$ cat src/rtl/mybus_seq_ctrl_if.sv
// rtl/mybus_seq_ctrl_if.sv - request/transmit signal bundle for mybus_seq_ctrl
interface mybus_seq_ctrl_if #(
   parameter int NUM_CH = 2
);
   localparam int CH_W = (NUM_CH > 1) ? $clog2(NUM_CH) : 1;

   logic [NUM_CH-1:0] start;
   logic [NUM_CH-1:0] data;
   logic [NUM_CH-1:0] ready;
   logic [NUM_CH-1:0] dataReady;
   logic              execute;
   logic              dataTx;
   logic              tx_valid;
   logic [CH_W-1:0]   tx_ch;
   logic [NUM_CH-1:0] err_overrun;

   modport master (
      output start, data,
      input  ready, dataReady, execute, dataTx, tx_valid, tx_ch, err_overrun
   );

   modport slave (
      input  start, data,
      output ready, dataReady, execute, dataTx, tx_valid, tx_ch, err_overrun
   );
endinterface

$ cat src/rtl/mybus_seq_ctrl.sv
// rtl/mybus_seq_ctrl.sv - per-channel serial word receivers feeding one round-robin serial transmitter
module mybus_seq_ctrl #(
   parameter int DATA_W = 8,
   parameter int NUM_CH = 2
) (
   input  logic             clk,
   input  logic             rst,
   mybus_seq_ctrl_if.slave  bus
);
   localparam int CH_W  = (NUM_CH > 1) ? $clog2(NUM_CH) : 1;
   localparam int CNT_W = (DATA_W > 1) ? $clog2(DATA_W) : 1;
   localparam logic [CNT_W-1:0] CNT_LAST = CNT_W'(DATA_W - 1);

   typedef enum logic [1:0] {IDLE, RX, HOLD} ch_state_t;
   typedef enum logic [1:0] {TX_IDLE, TX_EXEC, TX_SHIFT} tx_state_t;

   ch_state_t         ch_state [NUM_CH];
   ch_state_t         ch_next  [NUM_CH];
   logic [CNT_W-1:0]  ch_cnt   [NUM_CH];
   logic [DATA_W-1:0] ch_word  [NUM_CH];

   logic [NUM_CH-1:0] ready_q, ready_d;
   logic [NUM_CH-1:0] drdy_q, drdy_d;
   logic [NUM_CH-1:0] err_q, err_d;

   tx_state_t         tx_state, tx_next;
   logic [CNT_W-1:0]  tx_cnt;
   logic [DATA_W-1:0] tx_sreg;
   logic [CH_W-1:0]   tx_ch_q;
   logic [CH_W-1:0]   last_grant;
   logic [CH_W-1:0]   grant_ch;
   logic              grant_valid;
   logic              grant_fire;
   logic              exec_q, exec_d;
   logic              txv_q, txv_d;
   logic              dtx_q, dtx_d;

   // Round-robin search starts just after the last granted channel and wraps.
   always_comb begin
      grant_valid = 1'b0;
      grant_ch    = '0;
      for (int k = 1; k <= NUM_CH; k++) begin
         if (!grant_valid && drdy_q[CH_W'((int'(last_grant) + k) % NUM_CH)]) begin
            grant_valid = 1'b1;
            grant_ch    = CH_W'((int'(last_grant) + k) % NUM_CH);
         end
      end
   end

   assign grant_fire = (tx_state == TX_IDLE) && grant_valid;

   always_comb begin
      for (int i = 0; i < NUM_CH; i++) begin
         ch_next[i] = ch_state[i];
         case (ch_state[i])
            IDLE:    if (bus.start[i]) ch_next[i] = RX;
            RX:      if (ch_cnt[i] == CNT_LAST) ch_next[i] = HOLD;
            HOLD:    if (grant_fire && (grant_ch == CH_W'(i))) ch_next[i] = IDLE;
            default: ch_next[i] = IDLE;
         endcase
      end
   end

   // Channel flags are registered from the next state so they come straight off flops.
   always_comb begin
      ready_d = '0;
      drdy_d  = '0;
      err_d   = '0;
      for (int i = 0; i < NUM_CH; i++) begin
         ready_d[i] = (ch_next[i] == IDLE);
         drdy_d[i]  = (ch_next[i] == HOLD);
         err_d[i]   = err_q[i] | (bus.start[i] & (ch_state[i] != IDLE));
      end
   end

   always_ff @(posedge clk) begin
      if (rst) begin
         for (int i = 0; i < NUM_CH; i++) begin
            ch_state[i] <= IDLE;
            ch_cnt[i]   <= '0;
            ch_word[i]  <= '0;
         end
         ready_q <= '1;
         drdy_q  <= '0;
         err_q   <= '0;
      end else begin
         for (int i = 0; i < NUM_CH; i++) begin
            ch_state[i] <= ch_next[i];
            if (ch_state[i] == IDLE) begin
               ch_cnt[i] <= '0;
            end else if (ch_state[i] == RX) begin
               ch_word[i][ch_cnt[i]] <= bus.data[i];
               ch_cnt[i]             <= ch_cnt[i] + CNT_W'(1);
            end
         end
         ready_q <= ready_d;
         drdy_q  <= drdy_d;
         err_q   <= err_d;
      end
   end

   always_comb begin
      tx_next = tx_state;
      case (tx_state)
         TX_IDLE:  if (grant_valid) tx_next = TX_EXEC;
         TX_EXEC:  tx_next = TX_SHIFT;
         TX_SHIFT: if (tx_cnt == CNT_LAST) tx_next = TX_IDLE;
         default:  tx_next = TX_IDLE;
      endcase
   end

   // The shift register's LSB is presented on every cycle that will be a shift cycle.
   always_comb begin
      exec_d = (tx_next == TX_EXEC);
      txv_d  = (tx_next == TX_SHIFT);
      dtx_d  = txv_d ? tx_sreg[0] : 1'b0;
   end

   always_ff @(posedge clk) begin
      if (rst) begin
         tx_state   <= TX_IDLE;
         tx_cnt     <= '0;
         tx_sreg    <= '0;
         tx_ch_q    <= '0;
         last_grant <= CH_W'(NUM_CH - 1);
         exec_q     <= 1'b0;
         txv_q      <= 1'b0;
         dtx_q      <= 1'b0;
      end else begin
         tx_state <= tx_next;
         if (grant_fire) begin
            tx_sreg    <= ch_word[grant_ch];
            tx_ch_q    <= grant_ch;
            last_grant <= grant_ch;
         end else if (txv_d) begin
            tx_sreg <= tx_sreg >> 1;
         end
         if (tx_state == TX_SHIFT) begin
            tx_cnt <= tx_cnt + CNT_W'(1);
         end else begin
            tx_cnt <= '0;
         end
         exec_q <= exec_d;
         txv_q  <= txv_d;
         dtx_q  <= dtx_d;
      end
   end

   assign bus.ready       = ready_q;
   assign bus.dataReady   = drdy_q;
   assign bus.err_overrun = err_q;
   assign bus.execute     = exec_q;
   assign bus.tx_valid    = txv_q;
   assign bus.dataTx      = dtx_q;
   assign bus.tx_ch       = tx_ch_q;
endmodule

$ cat src/flat_wrapper.sv
// flat-port wrapper written by rule: the top's interface ports become plain ports
module mybus_seq_ctrl_flat 
#(
   parameter int DATA_W = 8,
   parameter int NUM_CH = 2
)
  (clk, rst, bus_start, bus_data, bus_ready, bus_dataReady, bus_execute, bus_dataTx, bus_tx_valid, bus_tx_ch, bus_err_overrun);
  mybus_seq_ctrl_if #(.NUM_CH(NUM_CH)) bus_i ();
  input  logic clk;
  input  logic rst;
  input wire logic [$bits(bus_i.start)-1:0] bus_start;
  input wire logic [$bits(bus_i.data)-1:0] bus_data;
  output wire logic [$bits(bus_i.ready)-1:0] bus_ready;
  output wire logic [$bits(bus_i.dataReady)-1:0] bus_dataReady;
  output wire logic [$bits(bus_i.execute)-1:0] bus_execute;
  output wire logic [$bits(bus_i.dataTx)-1:0] bus_dataTx;
  output wire logic [$bits(bus_i.tx_valid)-1:0] bus_tx_valid;
  output wire logic [$bits(bus_i.tx_ch)-1:0] bus_tx_ch;
  output wire logic [$bits(bus_i.err_overrun)-1:0] bus_err_overrun;
  assign bus_i.start = bus_start;
  assign bus_i.data = bus_data;
  assign bus_ready = bus_i.ready;
  assign bus_dataReady = bus_i.dataReady;
  assign bus_execute = bus_i.execute;
  assign bus_dataTx = bus_i.dataTx;
  assign bus_tx_valid = bus_i.tx_valid;
  assign bus_tx_ch = bus_i.tx_ch;
  assign bus_err_overrun = bus_i.err_overrun;
  mybus_seq_ctrl #(.DATA_W(DATA_W), .NUM_CH(NUM_CH)) u_core (.clk(clk), .rst(rst), .bus(bus_i));
endmodule
$ cat config.mk
export PLATFORM = sky130hd
export DESIGN_NAME = mybus_seq_ctrl_flat
export DESIGN_NICKNAME = d
export VERILOG_FILES = /design/src/rtl/mybus_seq_ctrl_if.sv /design/src/rtl/mybus_seq_ctrl.sv /design/src/flat_wrapper.sv
export SDC_FILE = /design/constraint.sdc
export NUM_CORES = 1
export LEC_CHECK = 0
export ABC_AREA = 1
export CAP_MARGIN = 20
export CORE_MARGIN = 8
export CORE_UTILIZATION = 57
export CTS_CLUSTER_SIZE = 10
export DETAILED_ROUTE_END_ITERATION = 6
export GPL_TIMING_DRIVEN = 0
export PLACE_DENSITY = 0.8
export SLEW_MARGIN = 30
export SYNTH_ARGS = -nofsm -noshare
export SYNTH_HDL_FRONTEND = slang
export SYNTH_SLANG_ARGS = --single-unit
$ cat constraint.sdc
create_clock -name clk -period 1.58 [get_ports clk]
set_input_delay 0.158 -clock clk [delete_from_list [all_inputs] [get_ports clk]]
set_output_delay 0.158 -clock clk [all_outputs]
set_load 0.005 [all_outputs]
Word-level counts from Yosys, hierarchy flattened:

Memories as Yosys holds them, arrays and structs flattened.
Cells that the tools add are included.

* memories: 3
* logic and storage cells: 150
* output and inout port bits: 10
* memory bits (writable): 26
* bits in registers: 24

Memories
* u_core.ch_word: words 2, width 8, rd ports 1, clocked after Yosys merged registers in 0, wr ports 2, RTL line mybus_seq_ctrl.sv:20 `logic [DATA_W-1:0] ch_word [NUM_CH];`
* u_core.ch_cnt: words 2, width 3, rd ports 2, clocked after Yosys merged registers in 0, wr ports 2, RTL line mybus_seq_ctrl.sv:19 `logic [CNT_W-1:0] ch_cnt [NUM_CH];`
* u_core.ch_state: words 2, width 2, rd ports 2, clocked after Yosys merged registers in 0, wr ports 2, RTL line mybus_seq_ctrl.sv:17 `ch_state_t ch_state [NUM_CH];`

* equality and inequality tests: 13
* bitwise operators: 29
* magnitude comparators: 6
* multiplexer cells: 66
* reductions and logical operators: 17
* $add $sub $neg: 5

Operator list (count)
* 2-to-1 mux 1 bit: 43
* 2-to-1 mux 8 bit: 4
* bitwise OR 1 bit: 24
* 2-to-1 mux 2 bit: 10
* one-hot mux 2 bit (3 select lines): 3
* equality test 2 bit, second input constant: 6
* 2-to-1 mux 3 bit: 4
* logical NOT 2 bit: 5
* adder 3 x 1 -> 3 bit, second input constant: 3
* equality test 3 bit, second input constant: 3
* equality test 2 x 1 -> 1 bit, second input constant: 4
* < comparator 3 x 4 -> 1 bit, second input constant: 2
* demux 1 bit (select 3 bit): 2
* greater-or-equal comparator 3 x 1 -> 1 bit, second input constant: 2
* logical AND 1 bit: 6
* < comparator 1 x 3 -> 1 bit, second input constant: 2
* nonzero test 2 bit: 3
* OR reduction 2 bit: 2
* inverter 1 bit: 3
* adder 1 bit, second input constant: 2
* AND 1 bit: 2
* logical NOT 1 bit: 1

Logic depth before layout (Yosys ltp):

Gate-level depths: netlist of run 1.

* depth after elaboration: 13
* depth in mapped cells: 8
* depth with buffers taken out: 7

Least setup slack after synthesis of run 1:

No wires, ideal clock.

* kind: register to register
* from: memory u_core.ch_state[0][1] (netlist name)
* to: memory u_core.ch_word[0][0] (data pin)
* data arrival time: 1.055 ns
* cell stages (with the launch flop): 6
* setup slack: 0.254 ns
* cells stage by stage: dfxtp_1 -> inv_1 -> nand2_1 -> inv_1 -> nand2_1 -> a21boi_0

RTL lines (RTL line)
* start, declared: mybus_seq_ctrl.sv:17
* end, declared: mybus_seq_ctrl.sv:20

==> load_flow_metrics.sql, run 1 <==
INSERT INTO impl_metrics (metric_group, metric, value, unit) VALUES
('status', 'run_status', 'complete, no violations', ''),
('synthesis', 'synthFlopType', 'sky130_fd_sc_hd__dfxtp_1', ''),
('routing', 'drc_errors', '0', ''),
('run', 'reported_max_cap_violation_count', '0', ''),
('placement', 'preCtsSetupSlack', '-0.6418', 'ns'),
('sta', 'worst_pin_slew', '0.4515', 'ns'),
('power', 'leakage_power_total', '1.065', 'nW'),
('routing', 'drt_iter0_markers', '132', ''),
('die', 'core', '0.003716', 'sq mm'),
('clocking', 'clockRootBuffer', 'sky130_fd_sc_hd__clkbuf_8', ''),
('layout', 'finish.net_count', '291', ''),
('worst_setup_path', 'cp_max_fo', '10', ''),
('power', 'power', '0.002270', 'W'),
('synthesis', 'ys_top_cells_by_count', 'sky130_fd_sc_hd__nand2_1 (58), sky130_fd_sc_hd__inv_1 (35), sky130_fd_sc_hd__nor2_1 (31)', ''),
('grt', 'first_global_vias', '1630', ''),
('die', 'die-area', '0.006144', 'sq mm'),
('layout', 'fraction_of_final_layout_cells_sized_beyond_drive_strength_1', '7.500', '%'),
('routing', 'antenna_left', '0', ''),
('sta', 'final_min_period_over_clock_period', '96.63', '%'),
('die', 'fp.dieH', '78.39', 'microns'),
('power', 'switchingPower', '0.0005002', 'W'),
('power', 'swShare', '22.03', '%'),
('layout', 'num_antenna_cells', '0', ''),
('synthesis', 'synthesis.area_per_instance', '8.632', 'sq um'),
('synthesis', 'ys_seq_area_share', '55.05', '%'),
('grt', 'grtUsageTotal', '14.02', '%'),
('die', 'row_count', '22', ''),
('grt', 'wire_length_of_the_first_global_routing_pass', '6.989', 'mm'),
('layout', 'synthToLayoutAreaGrowth', '13.42', '%'),
('synthesis', 'ys_types', '25', ''),
('placement', 'replace_congestion', '0.8517', ''),
('synthesis', 'synthesis.nets', '269', ''),
('power', 'power.sequential.fraction', '62.7', '%'),
('worst_setup_path', 'setup.worst_path.class', 'input pin to flip-flop', ''),
('worst_setup_path', 'cp-startpoint', 'rst', ''),
('sta', 'postLayoutSetupSlackWorst', '0.05324', 'ns'),
('layout', 'stdcell_area', '0.002516', 'sq mm'),
('grt', 'initial_antenna_violation_count', '0', ''),
('sta', 'maxSlewHeadroom', '69.90', '%'),
('routing', 'wl_per_cell', '12.40', 'microns'),
('placement', 'placedInstanceArea', '0.002429', 'sq mm'),
('sta', 'rsz_0062_raised_after_global_routing', 'true', ''),
('worst_hold_path', 'hold_path_startpoint', 'u_core.tx_cnt[0]', ''),
('synthesis', 'synthesized_netlist_cell_count', '257', ''),
('routing', 'dr.pass1.iters', '4', ''),
('synthesis', 'largest_cells_by_area_after_synthesis', 'sky130_fd_sc_hd__edfxtp_1 (30%), sky130_fd_sc_hd__dfxtp_1 (25%), sky130_fd_sc_hd__nand2_1 (9.8%), sky130_fd_sc_hd__inv_1 (5.9%), sky130_fd_sc_hd__nor2_1 (5.2%)', ''),
('routing', 'detail_route.vias_per_cell', '5.113', ''),
('clocking', 'clock_input_transition_at_the_sequential_cells_of_the_worst_setup_and_hold_paths', '0.08', 'ns'),
('routing', 'postRouteWirelength', '4.066', 'mm'),
('power', 'combPwrFrac', '6.7', '%'),
('die', 'initial_core_util', '59.70', '%'),
('synthesis', 'synth-warning-count', '0', ''),
('power', 'power.density_cell_area', '902.2', 'mW/mm^2'),
('layout', 'layout.cells.non_filler', '328', ''),
('clocking', 'post_cts_hold_buffer_count', '0', ''),
('grt', 'grt_start_max_net_pins', '15', ''),
('worst_hold_path', 'hold_path.class', 'flip-flop to flip-flop', ''),
('synthesis', 'synth_largest_area_cell', 'sky130_fd_sc_hd__edfxtp_1', ''),
('layout', 'fill_cells', '309', ''),
('synthesis', 'syn-cell-area', '0.002218', 'sq mm'),
('grt', 'global_route.overflow_total', '0', ''),
('synthesis', 'synth_seq_cells', '50', ''),
('placement', 'placed_cells_incl_taps', '320', ''),
('synthesis', 'netlist.area_leader.share', '29.78', '%'),
('clocking', 'numCtsBuffers', '5', ''),
('worst_setup_path', 'worstPathCellList', 'clkdlybuf4s50_1 -> inv_1 -> buf_4 -> nand2_1 -> a21boi_2', ''),
('clocking', 'clock_latency_on_the_worst_skew_pair', '0.30', 'ns'),
('die', 'pin_count', '16', ''),
('synthesis', 'synthArstFlopShare', '0', '%'),
('placement', 'port_buffers', '15', ''),
('sta', 'final_period_minus_worst_setup_slack', '1.527', 'ns');
worst paths after layout:
| path | cells past startpoint | end | slack, ns |
|---|---|---|---|
| setup / recovery | 5 | u_core.ch_word[1][7] | 0.05 |
| hold / removal | 1 | u_core.tx_cnt[0] | 0.43 |
| setup reg to reg | 6 | u_core.ch_word[1][4] | 0.14 |
| hold reg to reg | 1 | u_core.tx_cnt[0] | 0.43 |
power by group through the flow:
stage	Sequential, W	Combinational (W)	Clock (W)
3_3_place_gp	0.00145	0.000144	0
3_5_place_dp	0.00145	0.000147	0
2_1_floorplan	0.00145	0.0000897	0
5_1_grt	0.00143	0.000170	0.000760
4_1_cts	0.00142	0.000151	0.000701
6_report	0.00142	0.000152	0.000694
metal layers:
| metal | global-route usage [%] | share of wire, % | vias to the layer above |
|---|---|---|---|
| li1 | - | - | 880 |
| met1 | 15.96 | 45 | 762 |
| met2 | 24.19 | 50 | 30 |
| met3 | 4.214 | 3.6 | 5 |
| met4 | 5.185 | 0.71 | 0 |
| met5 | 0 | 0 | - |
cells by family (layout without fill, tap and decap cells):
logic type,count (synthesis),count (layout),share of synthesized area (%)
buffers and inverters,45,68,9.081
AO/OA/AOI/OAI,36,36,9.250
AND/OR/NAND/NOR,120,120,23.24
adder cells (fa/ha/maj),6,6,3.384
flip-flops,50,50,55.05
worst max-delay path, delay by kind of cell:
family / cells / cell delay, ns
AO/OA/AOI/OAI: 1 / 0.34
buffers and inverters: 3 / 0.96
AND/OR/NAND/NOR: 1 / 0.15
registers in the layout, indices dropped and copies added (netlist names), 3 cells and up:
| signal | cells |
|---|---|
| u_core.tx_sreg | 8 |
| u_core.ch_cnt | 6 |
| u_core.tx_cnt | 3 |
| u_core.ch_state | 4 |
| u_core.ch_word | 16 |
cell usage in the layout, fill, tap and decap left out, types with 2 or more instances in the layout:
master                            instances
sky130_fd_sc_hd__a21boi_2                 2
sky130_fd_sc_hd__a21oi_1                 12
sky130_fd_sc_hd__buf_2                    2
sky130_fd_sc_hd__buf_4                    4
sky130_fd_sc_hd__buf_6                    2
sky130_fd_sc_hd__clkbuf_1                 4
sky130_fd_sc_hd__clkbuf_8                 5
sky130_fd_sc_hd__clkdlybuf4s50_1         15
sky130_fd_sc_hd__dfxtp_1                 28
sky130_fd_sc_hd__edfxtp_1                22
sky130_fd_sc_hd__ha_1                     6
sky130_fd_sc_hd__inv_1                   35
sky130_fd_sc_hd__nand2_1                 58
sky130_fd_sc_hd__nand3_1                 21
sky130_fd_sc_hd__nand4_1                  2
sky130_fd_sc_hd__nor2_1                  31
sky130_fd_sc_hd__o21ai_0                 10
sky130_fd_sc_hd__o21ai_1                  4
sky130_fd_sc_hd__o31ai_1                  8
stage by stage:
| step | hold WS [ns] | util, % |
|---|---|---|
| finish | 0.4266 | 67.71 |
| global route | 0.4634 | 67.71 |
| CTS | 0.4290 | 67.71 |
| detailed placement | 0.4181 | 65.35 |
| global placement | 0.4105 | 65.35 |
| floorplan | 0.2348 | - |
what timing repair did:
item | in CTS | in global routing
setup endpoints to repair | 16 | 17
setup buffers | 0 | 0
gates resized for setup | 4 | 2
area by class of cell:
class	count	area (sq um)	share of cell area [%]
sequential	50	1221	48.53
clock buffer	7	76.32	3.033
clock inverter	1	3.754	0.1492
tap	48	60.06	2.387
timing repair buffer	15	150.1	5.967
multi-input combinational	162	803.3	31.92
inverter	35	131.4	5.221
buffer	10	70.07	2.785
No activity file was read; power rests on OpenSTA's default activity.
==> inputs of run 2 (changes only) <==
--- a/config.mk
+++ b/config.mk
@@ -7,12 +7,14 @@
 export LEC_CHECK = 0
 export ABC_AREA = 1
 export CAP_MARGIN = 20
+export CELL_PAD_IN_SITES_DETAIL_PLACEMENT = 1
+export CELL_PAD_IN_SITES_GLOBAL_PLACEMENT = 2
 export CORE_MARGIN = 8
-export CORE_UTILIZATION = 57
+export CORE_UTILIZATION = 35
 export CTS_CLUSTER_SIZE = 10
 export DETAILED_ROUTE_END_ITERATION = 6
 export GPL_TIMING_DRIVEN = 0
-export PLACE_DENSITY = 0.8
+export PLACE_DENSITY = 0.79
 export SLEW_MARGIN = 30
 export SYNTH_ARGS = -nofsm -noshare
 export SYNTH_HDL_FRONTEND = slang
==> run 2 against run 1 <==
Net effect:
- maximum frequency increased by 1.8%
- global-route usage down 2.4 points
- first-iteration DRC count fell by 68%
- final area rose by 2.2%
- die area is 49% higher
- via count shrank 2.0%
- routed wire length is 17% higher
- power grew 4.5%
- sequential power about the same
- non-clock buffer count unchanged
- sequential share of layout area fell by 1.0 points
- critical path type is now flip-flop to primary output
- highest routed layer unchanged
==> load_flow_metrics.sql, run 2 (synthesis gave the netlist of run 1 again) <==
INSERT INTO impl_metrics (metric_group, metric, value, unit) VALUES
('status', 'run_status', 'complete, no violations', ''),
('grt', 'first_global_vias', '1666', ''),
('placement', 'preCtsSetupSlack', '-0.6913', 'ns'),
('layout', 'max_flop_register', 'u_core.ch_word', ''),
('layout', 'synthToLayoutAreaGrowth', '15.91', '%'),
('routing', 'drt_iter0_markers', '42', ''),
('grt', 'initial_antenna_violation_count', '0', ''),
('routing', 'dr.pass1.iters', '4', ''),
('clocking', 'cts_num_sinks', '50', ''),
('sta', 'setup_viol', '0', ''),
('routing', 'detail_route.vias_per_cell', '4.602', ''),
('routing', 'postRouteWirelength', '4.768', 'mm'),
('sta', 'final-hold-violation-count', '0', ''),
('layout', 'biggestRegsByFlops', 'u_core.ch_word x16, u_core.tx_sreg x8, u_core.ch_cnt x6', ''),
('placement', 'port_buffers', '15', ''),
('worst_setup_path', 'data_arrival_time_of_the_critical_path', '1.34', 'ns'),
('sta', 'final_period_minus_worst_setup_slack', '1.499', 'ns'),
('worst_setup_path', 'cp_max_fo', '4', ''),
('die', 'pin_count', '16', ''),
('routing', 'drc_errors', '0', ''),
('sta', 'final-max-slew-violation-count', '0', ''),
('sta', 'fin_hold_ws', '0.4219', 'ns'),
('power', 'power', '0.002373', 'W'),
('layout', 'num_antenna_cells', '0', ''),
('clocking', 'htreeDepth', '2', ''),
('power', 'leakage_power_total', '1.073', 'nW'),
('clocking', 'clockRootBuffer', 'sky130_fd_sc_hd__clkbuf_8', ''),
('grt', 'grt_start_max_net_pins', '17', ''),
('sta', 'rsz_0062_raised_after_global_routing', 'true', ''),
('worst_setup_path', 'worstPathCellList', 'buf_4 -> clkdlybuf4s50_1', ''),
('clocking', 'cts_setup_buffers', '0', ''),
('sta', 'final_min_period_over_clock_period', '94.90', '%'),
('layout', 'layout.cells.non_filler', '357', ''),
('worst_setup_path', 'crit_slowest_cell', 'sky130_fd_sc_hd__clkdlybuf4s50_1', ''),
('clocking', 'clock_input_transition_at_the_sequential_cells_of_the_worst_setup_and_hold_paths', '0.09', 'ns'),
('worst_hold_path', 'hold_path.class', 'flip-flop to flip-flop', ''),
('worst_setup_path', 'worst_path_largest_cell_delay', '0.49', 'ns'),
('sta', 'maxSlewHeadroom', '66.56', '%'),
('layout', 'fraction_of_final_layout_cells_sized_beyond_drive_strength_1', '8.929', '%'),
('worst_setup_path', 'critPathLaunchType', 'flip-flop', ''),
('power', 'power.ir.vdd_worst', '0.3462', 'mV'),
('sta', 'maxClockFrequency', '666.9', 'MHz'),
('sta', 'worst_clock_skew', '0.003425', 'ns'),
('clocking', 'cts_tree', 'built', ''),
('routing', 'wl_per_cell', '13.36', 'microns'),
('layout', 'fill_cells', '776', ''),
('placement', 'replace_congestion', '0.7367', ''),
('routing', 'detailroute.via_count', '1643', ''),
('die', 'core', '0.006241', 'sq mm'),
('clocking', 'clock_latency_on_the_worst_skew_pair', '0.30', 'ns'),
('worst_setup_path', 'setup_crit_end_kind', 'primary output', ''),
('die', 'die-area', '0.009141', 'sq mm'),
('routing', 'antenna_left', '0', ''),
('grt', 'wire_length_of_the_first_global_routing_pass', '8.204', 'mm'),
('clocking', 'clockBufferDepth', '2', ''),
('grt', 'grtUsageTotal', '11.62', '%'),
('placement', 'placed_cells_incl_taps', '349', ''),
('power', 'power.density_cell_area', '923.0', 'mW/mm^2'),
('layout', 'finish.net_count', '291', ''),
('sta', 'postLayoutSetupSlackWorst', '0.08058', 'ns'),
('layout', 'largest_register_ffs', '16', ''),
('layout', 'final_common_cell', 'sky130_fd_sc_hd__nand2_1', ''),
('run', 'reported_max_cap_violation_count', '0', ''),
('die', 'row_count', '29', ''),
('placement', 'place.detailed.hpwl', '3.726', 'mm'),
('worst_setup_path', 'setup.worst_path.class', 'flip-flop to primary output', ''),
('die', 'initial_core_util', '35.55', '%'),
('die', 'fp.dieH', '95.61', 'microns'),
('worst_setup_path', 'cp_data_required_time', '1.42', 'ns'),
('die', 'die_width', '95.61', 'microns'),
('grt', 'global_route.overflow_total', '0', ''),
('layout', 'final_cell_mix', 'sky130_fd_sc_hd__nand2_1 (58), sky130_fd_sc_hd__inv_1 (34), sky130_fd_sc_hd__nor2_1 (31)', ''),
('clocking', 'numCtsBuffers', '5', ''),
('worst_setup_path', 'r2r_slack', '0.10', 'ns'),
('sta', 'finalSetupTns', '0', 'ns'),
('sta', 'worst_pin_slew', '0.5016', 'ns');
run 2: area by class of cell:
cell class	instances	area [sq um]	share of cell area, %
clock inverter	2	16.27	0.6326
clock buffer	6	82.58	3.212
sequential	50	1221	47.49
buffer	10	70.07	2.725
multi-input combinational	162	803.3	31.24
inverter	35	131.4	5.109
tap	77	96.34	3.747
timing repair buffer	15	150.1	5.839
run 2: power by group:
group	switching [W]	internal [W]
logic	0.0000960	0.0000586
clock network	0.000434	0.000361
registers	0.0000211	0.00140
total	0.000551	0.00182
run 2: worst max-delay path, delay by kind of cell (launching register included):
family | cells | cell delay (ns)
buf+inv | 2 | 0.62
flops | 1 | 0.42
run 2: final timing paths:
kind | startpoint | endpoint | depth (start not counted)
setup / recovery | u_core.bus.dataReady[0] | bus_dataReady[0] | 2
hold / removal | u_core.tx_cnt[0] | u_core.tx_cnt[0] | 1
setup reg to reg | u_core.ch_state[0][2] | u_core.ch_word[1][4] | 6
hold reg to reg | u_core.tx_cnt[0] | u_core.tx_cnt[0] | 1
run 2: stage by stage:
stage	util (%)	instance area [sq um]
finish	41.20	2571
global route	41.20	2571
CTS	41.20	2571
detailed placement	39.49	2465
global placement	39.49	2465
floorplan	-	2218
run 2: repair_timing:
item | in CTS | in global routing
gates resized for setup | 4 | 1
endpoints found under the setup margin | 16 | 20
cloned | 0 | 0
hold buffers | 0 | 0
run 2: layer usage:
metal / global-route usage (%) / part of all wire, % / vias to the layer above
met5: 0 / 0 / -
met4: 3.841 / 0.78 / 0
met3: 2.441 / 1.8 / 4
met2: 19.89 / 50 / 8
met1: 14.16 / 47 / 754
li1: - / - / 877
==> inputs of run 3 (changes only) <==
--- a/config.mk
+++ b/config.mk
@@ -11,9 +11,9 @@
 export CELL_PAD_IN_SITES_GLOBAL_PLACEMENT = 2
 export CORE_MARGIN = 8
 export CORE_UTILIZATION = 35
+export CTS_CLUSTER_DIAMETER = 60
 export CTS_CLUSTER_SIZE = 10
 export DETAILED_ROUTE_END_ITERATION = 6
-export GPL_TIMING_DRIVEN = 0
 export PLACE_DENSITY = 0.79
 export SLEW_MARGIN = 30
 export SYNTH_ARGS = -nofsm -noshare
==> run 3 against run 2 <==
Net effect:
- register-to-register slack gained 0.08 ns
- clock-buffer cell count shrank 1
- clock power grew 17%
- combinational power grew 8%
- core utilization grew 0.98 points
- routed wire length shrank 3.6%
- final area grew 2.4%
- sequential power is essentially flat
- critical endpoint unchanged
- largest cell class unchanged
==> load_flow_metrics.sql, run 3 (synthesis gave the netlist of run 1 again) <==
INSERT INTO impl_metrics (metric_group, metric, value, unit) VALUES
('worst_hold_path', 'hold_path.class', 'flip-flop to flip-flop', ''),
('placement', 'placed_cells_incl_taps', '355', ''),
('worst_setup_path', 'reg2reg_depth', '8', ''),
('die', 'row_count', '29', ''),
('grt', 'global_route.overflow_total', '0', ''),
('grt', 'grt_start_max_net_pins', '28', ''),
('sta', 'setup_viol', '0', ''),
('clocking', 'cts_num_sinks', '50', ''),
('routing', 'detailroute.via_count', '1643', ''),
('clocking', 'cts_setup_buffers', '0', ''),
('sta', 'worst_pin_slew', '0.2970', 'ns'),
('worst_setup_path', 'crit_slowest_cell', 'sky130_fd_sc_hd__clkdlybuf4s50_1', ''),
('clocking', 'cts_tree', 'built', ''),
('sta', 'final-hold-violation-count', '0', ''),
('die', 'die-area', '0.009141', 'sq mm'),
('layout', 'synthToLayoutAreaGrowth', '18.67', '%'),
('clocking', 'htreeDepth', '2', ''),
('clocking', 'clockBufferDepth', '2', ''),
('worst_setup_path', 'critical_r2r_launch', 'u_core.tx_cnt[0]', ''),
('layout', 'largest_register_ffs', '16', ''),
('routing', 'postRouteWirelength', '4.598', 'mm'),
('layout', 'max_flop_register', 'u_core.ch_word', ''),
('worst_setup_path', 'r2r_slack', '0.18', 'ns'),
('clocking', 'clock_latency_on_the_worst_skew_pair', '0.30', 'ns'),
('die', 'core', '0.006241', 'sq mm'),
('layout', 'finish.net_count', '297', ''),
('power', 'power', '0.002518', 'W'),
('layout', 'num_antenna_cells', '0', ''),
('clocking', 'numCtsBuffers', '5', ''),
('worst_hold_path', 'hold_path_startpoint', 'u_core.tx_cnt[0]', ''),
('worst_hold_path', 'min_path_cells', '1', ''),
('layout', 'final_common_cell', 'sky130_fd_sc_hd__nand2_1', ''),
('sta', 'final_period_minus_worst_setup_slack', '1.446', 'ns'),
('power', 'power.density_cell_area', '956.6', 'mW/mm^2'),
('placement', 'place.detailed.hpwl', '3.578', 'mm'),
('die', 'fp.dieH', '95.61', 'microns'),
('grt', 'initial_antenna_violation_count', '0', ''),
('die', 'initial_core_util', '35.55', '%'),
('worst_setup_path', 'worstPathCellList', 'clkdlybuf4s50_1', ''),
('sta', 'maxSlewHeadroom', '80.18', '%'),
('worst_setup_path', 'cp_max_fo', '4', ''),
('worst_setup_path', 'path_buf_inv', '1', ''),
('worst_setup_path', 'path_delay_family', 'buffers and inverters', ''),
('routing', 'antenna_left', '0', ''),
('sta', 'final-max-slew-violation-count', '0', ''),
('clocking', 'clock_input_transition_at_the_sequential_cells_of_the_worst_setup_and_hold_paths', '0.10', 'ns'),
('sta', 'maxClockFrequency', '691.6', 'MHz'),
('power', 'power.ir.vdd_worst', '0.4242', 'mV'),
('worst_setup_path', 'worst_path_largest_cell_delay', '0.55', 'ns'),
('worst_setup_path', 'data_arrival_time_of_the_critical_path', '1.29', 'ns'),
('routing', 'drt_iter0_markers', '45', ''),
('layout', 'biggestRegsByFlops', 'u_core.ch_word x16, u_core.tx_sreg x8, u_core.ch_cnt x6', ''),
('layout', 'final_cell_mix', 'sky130_fd_sc_hd__nand2_1 (58), sky130_fd_sc_hd__inv_1 (35), sky130_fd_sc_hd__nor2_1 (31)', ''),
('grt', 'grtUsageTotal', '11.37', '%'),
('placement', 'preCtsSetupSlack', '-0.03655', 'ns'),
('die', 'die_width', '95.61', 'microns'),
('routing', 'dr.pass1.iters', '4', ''),
('worst_setup_path', 'critPathLaunchType', 'flip-flop', ''),
('layout', 'fraction_of_final_layout_cells_sized_beyond_drive_strength_1', '10.49', '%'),
('sta', 'final_min_period_over_clock_period', '91.51', '%'),
('placement', 'port_buffers', '15', ''),
('grt', 'wire_length_of_the_first_global_routing_pass', '8.052', 'mm'),
('worst_setup_path', 'cp_data_required_time', '1.42', 'ns'),
('worst_setup_path', 'setup_crit_end_kind', 'primary output', ''),
('routing', 'drc_errors', '0', ''),
('worst_setup_path', 'setup.worst_path.class', 'flip-flop to primary output', ''),
('routing', 'wl_per_cell', '12.67', 'microns'),
('layout', 'fill_cells', '751', ''),
('worst_hold_path', 'hold_end', 'u_core.tx_cnt[0]', ''),
('worst_setup_path', 'r2r-end', 'u_core.tx_sreg[5]', ''),
('die', 'pin_count', '16', ''),
('clocking', 'post_cts_hold_buffer_count', '0', ''),
('power', 'leakage_power_total', '1.112', 'nW'),
('sta', 'worst_clock_skew', '0.006070', 'ns'),
('sta', 'postLayoutSetupSlackWorst', '0.1342', 'ns'),
('routing', 'detail_route.vias_per_cell', '4.526', ''),
('placement', 'replace_congestion', '0.7921', ''),
('grt', 'first_global_vias', '1751', ''),
('status', 'run_status', 'complete, no violations', ''),
('sta', 'rsz_0062_raised_after_global_routing', 'false', ''),
('clocking', 'clockRootBuffer', 'sky130_fd_sc_hd__clkbuf_8', ''),
('layout', 'layout.cells.non_filler', '363', ''),
('run', 'reported_max_cap_violation_count', '0', '');
-- run 3: cell types whose count changed in the layout (fill, tap and decap cells not counted), moves of 2 or more --
cell,previous run,this run
sky130_fd_sc_hd__a21boi_2,2,0
sky130_fd_sc_hd__buf_2,2,0
sky130_fd_sc_hd__a21boi_0,0,2
sky130_fd_sc_hd__clkbuf_1,2,0
sky130_fd_sc_hd__buf_6,2,0
sky130_fd_sc_hd__buf_4,4,16
-- run 3: metal layers --
| layer | GRT usage, % | share of wire [%] |
|---|---|---|
| met1 | 13.14 | 47 |
| met2 | 19.49 | 50 |
| met3 | 2.756 | 1.9 |
| met4 | 4.994 | 1.4 |
| met5 | 0 | 0 |
-- run 3: per-stage QoR --
step | setup TNS, ns | hold slack (ns) | util [%] | area (sq um)
floorplan | 0 | 0.2348 | - | 2218
global route | 0 | 0.4618 | 42.18 | 2633
finish | 0 | 0.4354 | 42.18 | 2633
global placement | 0 | 0.4092 | 40.30 | 2515
CTS | 0 | 0.4413 | 42.18 | 2633
detailed placement | -0.07713 | 0.4269 | 40.30 | 2515
-- run 3: layout make-up --
class	count	area, sq um	area share (%)
sequential	50	1221	46.39
multi-input combinational	162	795.8	30.23
timing repair buffer	31	270.3	10.27
inverter	35	131.4	4.991
clock inverter	3	48.80	1.854
clock buffer	5	68.82	2.614
tap	77	96.34	3.660
-- run 3: worst max-delay path by stage --
stage                       startpoint              endpoint  slack (ns)  cells past startpoint
2_1_floorplan    u_core.ch_state[0][1]  u_core.ch_word[0][0]        0.25                      5
3_3_place_gp                       rst  u_core.ch_word[1][7]        0.02                      5
3_5_place_dp                       rst  u_core.ch_word[1][3]       -0.04                      5
4_1_cts        u_core.bus.dataReady[0]      bus_dataReady[0]         0.1                      1
5_1_grt               u_core.tx_cnt[0]     u_core.tx_sreg[5]        0.02                      8
6_report       u_core.bus.dataReady[0]      bus_dataReady[0]        0.13                      1
-- run 3: timing repair --
item                       CTS  global route
gates resized for setup      0             1
hold endpoints to repair     0             0
setup endpoints to repair    0             1
-- run 3: report_power, final --
part / leakage (nW) / internal [W] / switching (W)
Combinational: 0.593 / 0.0000739 / 0.0000934
Sequential: 0.463 / 0.00140 / 0.0000214
Clock: 0.0563 / 0.000482 / 0.000445
